## config.mk

```make
export PLATFORM = sky130hd
export DESIGN_NAME = univ_shift_reg
export DESIGN_NICKNAME = d
export VERILOG_FILES = /design/src/rtl/shift_reg_pkg.sv /design/src/rtl/shift_step.sv /design/src/rtl/univ_shift_reg.sv
export SDC_FILE = /design/constraint.sdc
export NUM_CORES = 1
export LEC_CHECK = 0
export BUFFER_PORTS_ARGS = -buffer_cell sky130_fd_sc_hd__buf_2
export CORE_MARGIN = 1
export CORE_UTILIZATION = 43
export DETAILED_ROUTE_END_ITERATION = 7
export PLACE_DENSITY = 0.66
export SLEW_MARGIN = 40
export SYNTH_ARGS = -nofsm -noshare
export SYNTH_HDL_FRONTEND = slang
export SYNTH_SLANG_ARGS = --single-unit
```

## constraint.sdc

```tcl
create_clock -name clk -period 2.34 [get_ports clk]
set_input_delay 0.468 -clock clk [delete_from_list [all_inputs] [get_ports clk]]
set_output_delay 0.468 -clock clk [all_outputs]
set_load 0.02 [all_outputs]
```

## src/rtl/shift_reg_pkg.sv

```systemverilog
// Shared opcode and FSM state types for the universal shift register.
package shift_reg_pkg;

  typedef enum logic [2:0] {
    OP_NOP  = 3'b000,
    OP_SHL  = 3'b001,
    OP_SHR  = 3'b010,
    OP_ASR  = 3'b011,
    OP_ROL  = 3'b100,
    OP_ROR  = 3'b101,
    OP_LOAD = 3'b110,
    OP_FILL = 3'b111
  } shift_op_e;

  typedef enum logic {
    ST_IDLE  = 1'b0,
    ST_SHIFT = 1'b1
  } shift_state_e;

  function automatic logic is_shift_op(input shift_op_e op);
    return (op != OP_NOP) && (op != OP_LOAD) && (op != OP_FILL);
  endfunction

endpackage

```

## src/rtl/shift_step.sv

```systemverilog
// Single-bit shift/rotate step: next register value and the bit that leaves it.
module shift_step
  import shift_reg_pkg::*;
#(
  parameter int W = 10
) (
  input  shift_op_e      i_op,
  input  logic [W-1:0]   i_value,
  input  logic           i_serial_in,
  output logic [W-1:0]   o_value,
  output logic           o_out
);

  always_comb begin
    o_value = i_value;
    o_out   = 1'b0;
    case (i_op)
      OP_SHL: begin
        o_value = {i_value[W-2:0], i_serial_in};
        o_out   = i_value[W-1];
      end
      OP_SHR: begin
        o_value = {i_serial_in, i_value[W-1:1]};
        o_out   = i_value[0];
      end
      OP_ASR: begin
        o_value = {i_value[W-1], i_value[W-1:1]};
        o_out   = i_value[0];
      end
      OP_ROL: begin
        o_value = {i_value[W-2:0], i_value[W-1]};
        o_out   = i_value[W-1];
      end
      OP_ROR: begin
        o_value = {i_value[0], i_value[W-1:1]};
        o_out   = i_value[0];
      end
      default: ;
    endcase
  end

endmodule

```

## src/rtl/univ_shift_reg.sv

```systemverilog
// Universal shift register with command handshake; multi-bit shifts run one bit per clock.
//   state    | meaning
//   ST_IDLE  | ready for a command; single-cycle ops and the first shift step happen here
//   ST_SHIFT | remaining bit steps of a multi-bit shift/rotate, counted down in r_cnt
module univ_shift_reg
  import shift_reg_pkg::*;
#(
  parameter int OUTPUT_LENGTH = 10,
  parameter int AMT_W         = $clog2(OUTPUT_LENGTH + 1)
) (
  input  logic                     clk,
  input  logic                     rst_n,
  input  logic                     cmd_valid,
  output logic                     cmd_ready,
  input  logic [2:0]               cmd_op,
  input  logic [AMT_W-1:0]         cmd_amount,
  input  logic                     serial_in,
  input  logic [OUTPUT_LENGTH-1:0] load_data,
  output logic [OUTPUT_LENGTH-1:0] parallel_out,
  output logic                     serial_out,
  output logic                     busy,
  output logic                     done
);

  shift_state_e               r_state;
  shift_state_e               w_state_nxt;
  shift_op_e                  r_op;
  logic [AMT_W-1:0]           r_cnt;
  logic [OUTPUT_LENGTH-1:0]   r_data;
  logic                       r_sout;
  logic                       r_done;

  shift_op_e                  w_cmd_op;
  shift_op_e                  w_step_op;
  logic [AMT_W-1:0]           w_eff;
  logic                       w_accept;
  logic                       w_cmd_shift;
  logic                       w_multi;
  logic [OUTPUT_LENGTH-1:0]   w_step_value;
  logic                       w_step_out;

  assign w_cmd_op    = shift_op_e'(cmd_op);
  assign w_eff       = (cmd_amount > AMT_W'(OUTPUT_LENGTH)) ? AMT_W'(OUTPUT_LENGTH) : cmd_amount;
  assign w_accept    = cmd_valid && (r_state == ST_IDLE);
  assign w_cmd_shift = is_shift_op(w_cmd_op);
  assign w_multi     = w_cmd_shift && (w_eff >= AMT_W'(2));
  // While shifting, the latched op drives the step so a new command on the bus is ignored.
  assign w_step_op   = (r_state == ST_SHIFT) ? r_op : w_cmd_op;

  shift_step #(.W(OUTPUT_LENGTH)) u_step (
    .i_op        (w_step_op),
    .i_value     (r_data),
    .i_serial_in (serial_in),
    .o_value     (w_step_value),
    .o_out       (w_step_out)
  );

  always_ff @(posedge clk or negedge rst_n) begin
    if (!rst_n) r_state <= ST_IDLE;
    else        r_state <= w_state_nxt;
  end

  always_comb begin
    w_state_nxt = r_state;
    case (r_state)
      ST_IDLE:  if (w_accept && w_multi)   w_state_nxt = ST_SHIFT;
      ST_SHIFT: if (r_cnt == AMT_W'(1))    w_state_nxt = ST_IDLE;
      default:                             w_state_nxt = ST_IDLE;
    endcase
  end

  always_comb begin
    cmd_ready = (r_state == ST_IDLE);
    busy      = (r_state == ST_SHIFT);
  end

  always_ff @(posedge clk or negedge rst_n) begin
    if (!rst_n) begin
      r_data <= '0;
      r_sout <= 1'b0;
      r_done <= 1'b0;
      r_cnt  <= '0;
      r_op   <= OP_NOP;
    end else if (r_state == ST_SHIFT) begin
      r_data <= w_step_value;
      r_sout <= w_step_out;
      r_cnt  <= r_cnt - AMT_W'(1);
      r_done <= (r_cnt == AMT_W'(1));
    end else if (w_accept) begin
      r_done <= !w_multi;
      r_op   <= w_cmd_op;
      r_cnt  <= (w_eff == '0) ? '0 : w_eff - AMT_W'(1);
      case (w_cmd_op)
        OP_LOAD: r_data <= load_data;
        OP_FILL: r_data <= {OUTPUT_LENGTH{serial_in}};
        OP_NOP:  ;
        default: begin
          if (w_eff != '0) begin
            r_data <= w_step_value;
            r_sout <= w_step_out;
          end
        end
      endcase
    end else begin
      r_done <= 1'b0;
    end
  end

  assign parallel_out = r_data;
  assign serial_out   = r_sout;
  assign done         = r_done;

endmodule

```

Word level (Yosys, flattened, before mapping)

Index checks and enable logic that the tools add are counted.
Widths: inputs -> output; s select.

Flip-flop bits (word level): 20
Logic and storage cells: 62
Output and inout bits: 14
Bits of input ports: 21

$add $sub $neg: 2
Muxes and demuxes: 20
Bitwise operators: 1
Reductions and logical operators: 19
Order comparisons: 2
Eq/ne operators: 12

Operators with widths:

| operator            | count |
|---|---|
| $pmux 10 s5         | 1 |
| $mux 10             | 3 |
| $pmux 10 s3         | 1 |
| $mux 4              | 4 |
| $eq 3x3->1 const B  | 4 |
| $mux 1              | 8 |
| $reduce_bool 4->1   | 2 |
| $sub 4x1->4 const B | 2 |
| $eq 3x2->1 const B  | 2 |
| $ne 3x3->1 const B  | 2 |
| $reduce_and 3->1    | 2 |
| $reduce_or 3->1     | 2 |
| $logic_and 1x1->1   | 5 |
| $eq 4x1->1 const B  | 1 |
| $ge 4x2->1 const B  | 1 |
| $gt 4x4->1 const B  | 1 |
| $logic_not 4->1     | 1 |
| $pmux 1 s2          | 2 |
| $reduce_bool 2->1   | 2 |
| $eq 3x1->1 const B  | 1 |
| $logic_not 3->1     | 1 |
| $mux 3              | 1 |
| $reduce_bool 3->1   | 1 |
| $ne 2x1->1 const B  | 1 |
| 5 further kinds     | 5 |

Longest topological paths before layout

Gate-level depths: netlist of the first run.

Depth in word-level cells: 8
Depth in mapped cells: 8
Gate-level depth less buffers: 5

By module

A second synthesis of the first run with hierarchy kept.

Cells, all modules: 173
Area total of the unflattened synthesis: 1,707.9 um^2

By module, submodules not included:

| module         | sequential area each (um^2) | instances | area an instance (um^2) | cells each |
|---|---|---|---|---|
| univ_shift_reg | 500.5                       | 1         | 1,276.2                 | 109 |
| shift_step     | 0.0                         | 1         | 431.7                   | 64 |

Least setup slack after synthesis of the first run

No wires, ideal clock.

Path type: register to register
From: register r_state (netlist: busy)
To: register r_data[3] (netlist: parallel_out[3])
Buffers on the path: 1
Required time: 2,218 ps
Stages on the path, launching flop included: 7
Library setup time: 122 ps
Data arrival time: 1,666 ps
Period minus slack after synthesis: 1,788 ps
Slack: 552 ps
Path through: dfrtp_1 -> buf_6 -> mux2_4 -> nand2_4 -> o21ai_4 -> a211o_1 -> a32o_1

Longest elaborated chain between the ends: 7
Elaborated cells between the ends (all ways): 17
Classes of those cells: eq/ne: 6; mux: 6; bitwise: 1; reduce/logical: 4

Ends and longest elaborated chain:

| item                                     | RTL line             | source |
|---|---|---|
| start: declaration                       | univ_shift_reg.sv:25 | `shift_state_e r_state;` |
| start signal: assignment                 | univ_shift_reg.sv:60 | `else r_state <= w_state_nxt;` |
| $mux 3                                   | univ_shift_reg.sv:48 | `assign w_step_op = (r_state == ST_SHIFT) ? r_op : w_cmd_op;` |
| $eq 3x3->1, or another cell as far along | shift_step.sv:17     | `case (i_op)` |
| $pmux 10 s5                              | shift_step.sv:17     |  |
| $mux 10                                  | univ_shift_reg.sv:98 | `if (w_eff != '0) begin` |
| $pmux 10 s3                              | univ_shift_reg.sv:93 | `case (w_cmd_op)` |
| $mux 10                                  | univ_shift_reg.sv:89 | `end else if (w_accept) begin` |
| $mux 10                                  | univ_shift_reg.sv:84 | `end else if (r_state == ST_SHIFT) begin` |
| end signal: assignment                   | univ_shift_reg.sv:85 | `r_data <= w_step_value;` |
| end signal: assignment                   | univ_shift_reg.sv:94 | `OP_LOAD: r_data <= load_data;` |
| end signal: assignment                   | univ_shift_reg.sv:99 | `r_data <= w_step_value;` |
| end: declaration                         | univ_shift_reg.sv:29 | `logic [OUTPUT_LENGTH-1:0] r_data;` |

Parallel ways exist; a longest one is shown, timed or not. The select of a mux whose other input is x is not followed.
A chain may end at the register's enable or synchronous reset.

Worst setup path in the final report of the first run

From: register r_state (netlist: busy)
To: output cmd_ready

Longest elaborated chain between the ends: 1

Ends and longest elaborated chain:

| item                | RTL line             | source |
|---|---|---|
| $not 1->1 (no line) | -                    |  |
| end: declaration    | univ_shift_reg.sv:14 | `output logic cmd_ready,` |

No other way between the ends.

==> reports/results.txt, run 1 <==
The flow ran to the end, and the final reports show no timing, DRC or antenna violations. Relative to the synthesized area, the layout overhead comes to 16.4%. The tools report the kind of end point of the critical path as a primary output. The tool flagged a number of max-cap violations equal to 0. The congestion estimate from routability-driven global placement came to 0.785. IR analysis of the VDD net gives a maximum drop of 549 uV.

The number of antenna violations at the first check in global routing was 0; the worst reg2reg path depth was 5. Wire length of the first global-routing pass: 6500 um. After the last flow step, the layout net total stands at 233. The average instance in the mapped netlist occupies 8.86 um^2.

The post-detailed-route via-to-cell ratio was 6.04; the diode insertion count for antenna repair was 0. The leading register cell type out of synthesis was dfrtp_1. During I/O placement, the number of pins put on the boundary was 35. The count of buffers added on input and output ports is 34.

The later pin in the worst-skew pair is clocked with a latency of 310 ps. Counting every net in the synthesized netlist gives 200. The logs give 0 for the number of pins exceeding their max-slew limit in the final report and 2 for the maximum clock insertion buffer count. TritonCTS built the clock tree.

For this configuration, the core starts out at a cell density of 45.9%. The die height was 62.4 um; the post-synthesis instance total was 177. Clock tree synthesis inserted a total of 3 buffers. The largest single stage delay on the critical path is 620 ps. Maximum clock frequency: 490 MHz. After clock tree synthesis, the setup repair step added 0 buffers. The routed wire length was 3890 um. Setup repair after global routing left no endpoint under its margin. The number of warning messages in the yosys log was 0. The logs give 1541 for the routed via count and 99.3 ps for the worst hold margin. The worst register-to-register path begins at busy.

The core region is 3420 um^2. In the final routed layout, each cell accounts on average for 15.2 um. Data on the critical path is required at its endpoint by 1870 ps. The fraction of layout instances using a drive strength above 1 came out at 27.3%.

The register bit count reported by yosys came out at 20. The die covers 3890 um^2. Summed over all cells, the static leakage comes to 0.834 nW. The cell area power density is 1460 nW/um^2.

Summed over all failing endpoints, the final setup total negative slack is 0 ps. Walking the worst path, the cells encountered are inv_1 > buf_4 > buf_2. The initial detailed-routing violation count was 91. The overall track demand over capacity in global routing is 20.9%, and the relative max-transition margin is 67.1%.

Along the worst path, the maximum fanout reaches 10. The initialized floorplan defines 21 standard-cell rows. The clock period minus worst slack works out to 2040 ps. Cell with the largest stage delay on the worst path: dfrtp_1.

After clock tree synthesis, the flow added hold-fix buffers numbering 0. Counting distinct cell types in the post-synthesis netlist gives 46. The clock-pin slew reported for the worst setup and hold paths after clock tree synthesis works out to 120 ps. Once detail routing completed, the nets flagged for antenna violations numbered 0. The worst setup path is launched from a flip-flop. The total power of the final layout was 2.66 mW.

In this run the worst hold path is classified as in2async. The run gives 370 ps as the minimum setup slack among reg-to-reg paths. The count of buffer and inverter cells on the critical path was 3; the register area share after synthesis was 31.9%. The cell family contributing the most delay on the critical path is buffers and inverters.

The critical path is of the reg2out type. Entering global routing, the biggest net connects 22 pins. The wire-length estimate of the detail-placed layout is 2850 um. In the finished design, the share of the clock period the worst path needs comes to 87.2%. In this run the number of cells on the critical path is 3. The total overflow reported by the global router is 0, and the final-report setup violation count is 0. Gates resized during post-CTS repair numbered 0.

The mapped netlist covers 1570 um^2. For the number of global-route vias before repair, the log shows 1415. The number of enable flip-flop cells after synthesis came out at 0. The logs give 1 for the number of levels the H-tree was split into and 0 for the hold violation count in the final report. The root buffer cell was clkbuf_4. After synthesis, the share of flip-flops with an asynchronous set or reset is 100%. For the pin with the worst max-slew slack, the measured transition is 491 ps.

The clock drives 20 sinks. The clock arrives with 4.26 ps of skew. The die width is 62.4 um, and the arrival time reported for the critical path endpoint is 1570 ps. In this run the critical register-to-register path is captured at parallel_out[1]. The first TritonRoute pass finished after 4 iterations.

For this run, design rule violations remaining after detail routing come to 0.
[area by class of cell]
cell class,instances,area [um^2]
fillers,337,1590
flip-flops and latches,20,500
well taps,46,57.6
clock buffers,3,22.5
repair buffers,39,208
multi-input cells,140,985
inverters,6,22.5
clock inverters,1,30.0
[per-stage QoR]
step	util, %	instance area, um^2	std cells	setup WS [ps]
2_1_floorplan	-	1570	177	552
3_3_place_gp	51.9	1770	251	454
3_5_place_dp	51.9	1770	251	357
4_1_cts	53.4	1830	255	276
5_1_grt	53.4	1830	255	164
6_report	53.4	1830	255	299
[how the worst max path moves through the flow]
stage | startpoint | endpoint | slack (ps)
floorplan | busy | parallel_out[3] | 550
global placement | cmd_op[2] | parallel_out[0] | 450
detailed placement | cmd_op[2] | parallel_out[1] | 360
CTS | busy | cmd_ready | 280
global route | busy | parallel_out[3] | 160
finish | busy | cmd_ready | 300
[logic make-up (layout without fill, tap and decap cells)]
family / Yosys count / after routing / synth area share, %
simple gates: 41 / 41 / 13.6
fa+ha+maj: 2 / 2 / 1.60
flops: 20 / 20 / 31.9
xor+xnor: 4 / 4 / 2.24
mux: 9 / 9 / 7.26
compound gates: 84 / 84 / 38.2
buf+inv: 17 / 49 / 5.27
[report_power, final]
part / internal [mW] / switching, mW / total, mW
clock: 0.173 / 0.115 / 0.288
sequential: 0.526 / 0.234 / 0.760
combinational: 0.734 / 0.878 / 1.61
total: 1.43 / 1.23 / 2.66
[synth_stat cells, types with 4 or more instances]
cell type   n  area, um^2
nand2_1    15        56.3
inv_1       6        22.5
a211o_1     7        61.3
o2bb2ai_1   7        61.3
a21oi_1    18        90.1
nor3_1      5        25.0
mux2_2      4        45.0
o21ai_0    16        80.1
a32o_1      9        90.1
clkbuf_1    6        22.5
a21o_1      9        67.6
dfrtp_1    20         500
nor2_1      6        22.5
[layer usage]
| layer | up-vias | GRT usage (%) | routed length, um |
|---|---|---|---|
| met5 | - | 0 | 0 |
| met4 | 0 | 6.10 | 43 |
| met3 | 5 | 2.55 | 127 |
| met2 | 34 | 34.5 | 1880 |
| met1 | 760 | 28.6 | 1840 |
| li1 | 742 | - | - |
[flip-flops by register name, indices dropped and copies added (netlist names)]
signal        flops
busy              1
r_op              3
done              1
r_cnt             4
serial_out        1
parallel_out     10
[placed cells by master (no fill, tap or decap), types with 7 or more instances in the layout]
master,n
dfrtp_1,20
buf_2,34
o21ai_0,16
a21oi_1,18
nand2_1,15
a211o_1,7
a21o_1,9
o2bb2ai_1,7
a32o_1,9
Note: power is estimated with default switching activity, not from simulation.
==> run 2: changes to the inputs <==
--- a/config.mk
+++ b/config.mk
@@ -7,9 +7,9 @@
 export LEC_CHECK = 0
 export BUFFER_PORTS_ARGS = -buffer_cell sky130_fd_sc_hd__buf_2
 export CORE_MARGIN = 1
-export CORE_UTILIZATION = 43
+export CORE_UTILIZATION = 50
 export DETAILED_ROUTE_END_ITERATION = 7
-export PLACE_DENSITY = 0.66
+export PLACE_DENSITY = 0.75
 export SLEW_MARGIN = 40
 export SYNTH_ARGS = -nofsm -noshare
 export SYNTH_HDL_FRONTEND = slang
==> run 2 against run 1 <==
Design area fell by 1.1%. The flow now finishes with violations (DRC). Die area decreased by 14%. Combinational power about the same. Routed wire length up 1.3%. Via count did not move. Sequential share of layout area grew 0.30 points. Worst hold slack got worse by 4.1 ps. Power shrank 2.4%.
==> reports/results.txt, run 2 (same netlist as run 1, synthesis figures left out) <==
Worst reg2reg path depth: 5. Clock buffer count from CTS: 3. The logs give 0 for the total of max-cap violations and 6710 um for the wire length of the first global-routing pass. The largest fanout on the critical path works out to 9. TritonCTS built the clock tree.

Of the available clock period, the critical path in the final layout requires 80.2%. The total overflow left after global routing is 0. In the final routed layout, each cell accounts on average for 16.3 um. After routing the design area is 1810 um^2. Across every metal layer, demand over resource in global routing totals 25.9%. For the pin with the worst max-slew slack, the measured transition is 477 ps. The fraction of layout instances using a drive strength above 1 is 28.0%. The clock-pin slew reported for the worst setup and hold paths after clock tree synthesis was 120 ps; the number of top-level pins was 35. Counting every sink on the clock net gives 20.

The critical path goes through mux2_4 > nor2_2 > mux2_2 > o21ai_1 > a31oi_1. Cells fill 63.3% of the core in the end. After the last flow step, the layout net total stands at 235. The core region is 2850 um^2. In this run the tightest slew margin relative to its limit is 68.2%. The maximum number of pins on one net before global-route repair is 22.

The worst register-to-register path ends at parallel_out[9]. For the number of detailed-routing iterations run before antenna repair, the log shows 6. The longest clock path from root to sink contains 2 buffers. For the routability congestion estimate from global placement, the log shows 0.801. The run gives 1 as the number of levels the H-tree was split into. The flow ran to the end, but the final reports show violations.

The clock reaches the later pin of the worst-skew pair after 310 ps. After detailed routing, the total wire length is 3940 um. STA classifies the critical path startpoint as a flip-flop. The tools report the number of global-route vias before repair as 1424. The number of cell rows was 19. For this run, design rule violations remaining after detail routing come to 2.

For met2 alone, demand over resource in global routing was 43.0%. For met3 alone, demand over resource in global routing was 2.46%. The number of cells in the design after placement was 238; the post-detailed-route via-to-cell ratio was 6.37.

For the final routed database, the setup TNS stands at 0 ps. The checks that failed: DRC. The tools report the maximum clock skew at final layout as 2.64 ps. The leakage dissipation is 0.837 nW. Buffers added to address setup during post-CTS repair amount to 0. For the quantity of hold-fixing buffers added after cts, the log shows 0.

The slowest stage of the critical path is the dfrtp_1 cell. Measured along the y axis, the die boundary spans 58.0 um. Leaving out filler cells and counting taps, the final layout contains 242. The detail route stage leaves a number of antenna-violating nets equal to 0. The kind of end point of the critical path is a flip-flop.

STA puts the critical path data required time at 2530 ps. The area growth from synthesis to layout is 15.2%. The register with the most flip-flops in the layout has 10 of them. The run gives 0 as the diode insertion count for antenna repair. Setup repair after global routing left no endpoint under its margin. The busiest layer in global routing was met2. The starting density of the core was 55.0%; the number of antenna violations at the first check in global routing was 0.

Most frequent standard cell in the layout excluding fill and tap cells: buf_2. The path class of the tightest hold or removal check is in2async. The half-perimeter wire length of the detailed placement result is 2910 um, and the worst hold margin is 95.1 ps. Routed via count: 1541. In this run, the number of DRC markers left after iteration 0 of detailed routing was 129.

The critical path's largest stage delay was 590 ps. Dividing total power by cell area gives a power density of 1440 nW/um^2. Leaving out fill and tap cells, the most frequent cells in the layout are buf_2, dfrtp_1, a21oi_1.

The count of port buffers added during placement is 34, and the global routing usage on met1 is 36.0%. At the worst endpoint, the arrival time is 2060 ps. The layout has 264 filler cells. The die is 58.0 um wide. Hold violation count in the final report: 0. The tools report the maximum clock frequency as 533 MHz. Once placement finished, the instance area stood at 1770 um^2.

The design draws 2.60 mW. The number of pins exceeding their max-slew limit in the final report is 0. The post-route worst setup slack came out at 463 ps. Final-report setup violation count: 0.

The worst path in the final design needs a cycle of 1880 ps, including I/O delays and setup. In this run the clock root is driven by a clkbuf_4. The setup check on the worst reg-to-reg path leaves a slack of 460 ps. The worst vdd rail ir drop is 649 uV. The pre-CTS worst setup slack was 473 ps. The critical setup path kind was reg2reg. Post-CTS repair changed the size of 0 cells. The startpoint identified for the worst register-to-register timing path is busy. The floorplan step defined a die boundary enclosing 3360 um^2.
==> run 2: changes by cell type in the layout (fill, tap and decap cells not counted) <==
cell and delta:
buf_4 +2, bufinv_16 -1, clkbuf_8 +1
==> run 2: power by group <==
part | leakage, nW | total, mW | internal, mW | switching [mW]
combinational | 0.576 | 1.64 | 0.749 | 0.886
sequential | 0.240 | 0.755 | 0.527 | 0.229
clock | 0.0210 | 0.206 | 0.0951 | 0.111
total | 0.837 | 2.60 | 1.37 | 1.23
==> run 2: final cells by class <==
type | count | area (um^2) | area share [%]
multi-input combinational | 140 | 985 | 54.5
sequential | 20 | 500 | 27.7
timing repair buffer | 41 | 223 | 12.3
tap | 31 | 38.8 | 2.15
clock buffer | 4 | 36.3 | 2.01
inverter | 6 | 22.5 | 1.25
==> run 2: how the worst max path moves through the flow <==
stage	from	endpoint	slack (ps)	depth (start not counted)
after global placement	cmd_op[2]	parallel_out[9]	500	6
after CTS	busy	parallel_out[8]	470	5
after global routing	busy	parallel_out[9]	360	5
final	busy	parallel_out[9]	460	5
after detailed placement	cmd_op[2]	parallel_out[8]	470	6
after floorplan	busy	parallel_out[3]	550	6
==> run 2: layer usage <==
metal / share of wire, % / wire (um)
met2: 49 / 1920
met4: 1.2 / 49
met1: 45 / 1760
met3: 5.3 / 207
met5: 0 / 0
==> run 2: worst max-delay path: cells and delay by family, from the launching register on <==
kind / cells / cell delay (ps)
AND/OR/NAND/NOR: 1 / 180
multiplexers: 2 / 720
flip-flops: 1 / 590
AO/OA/AOI/OAI: 2 / 250
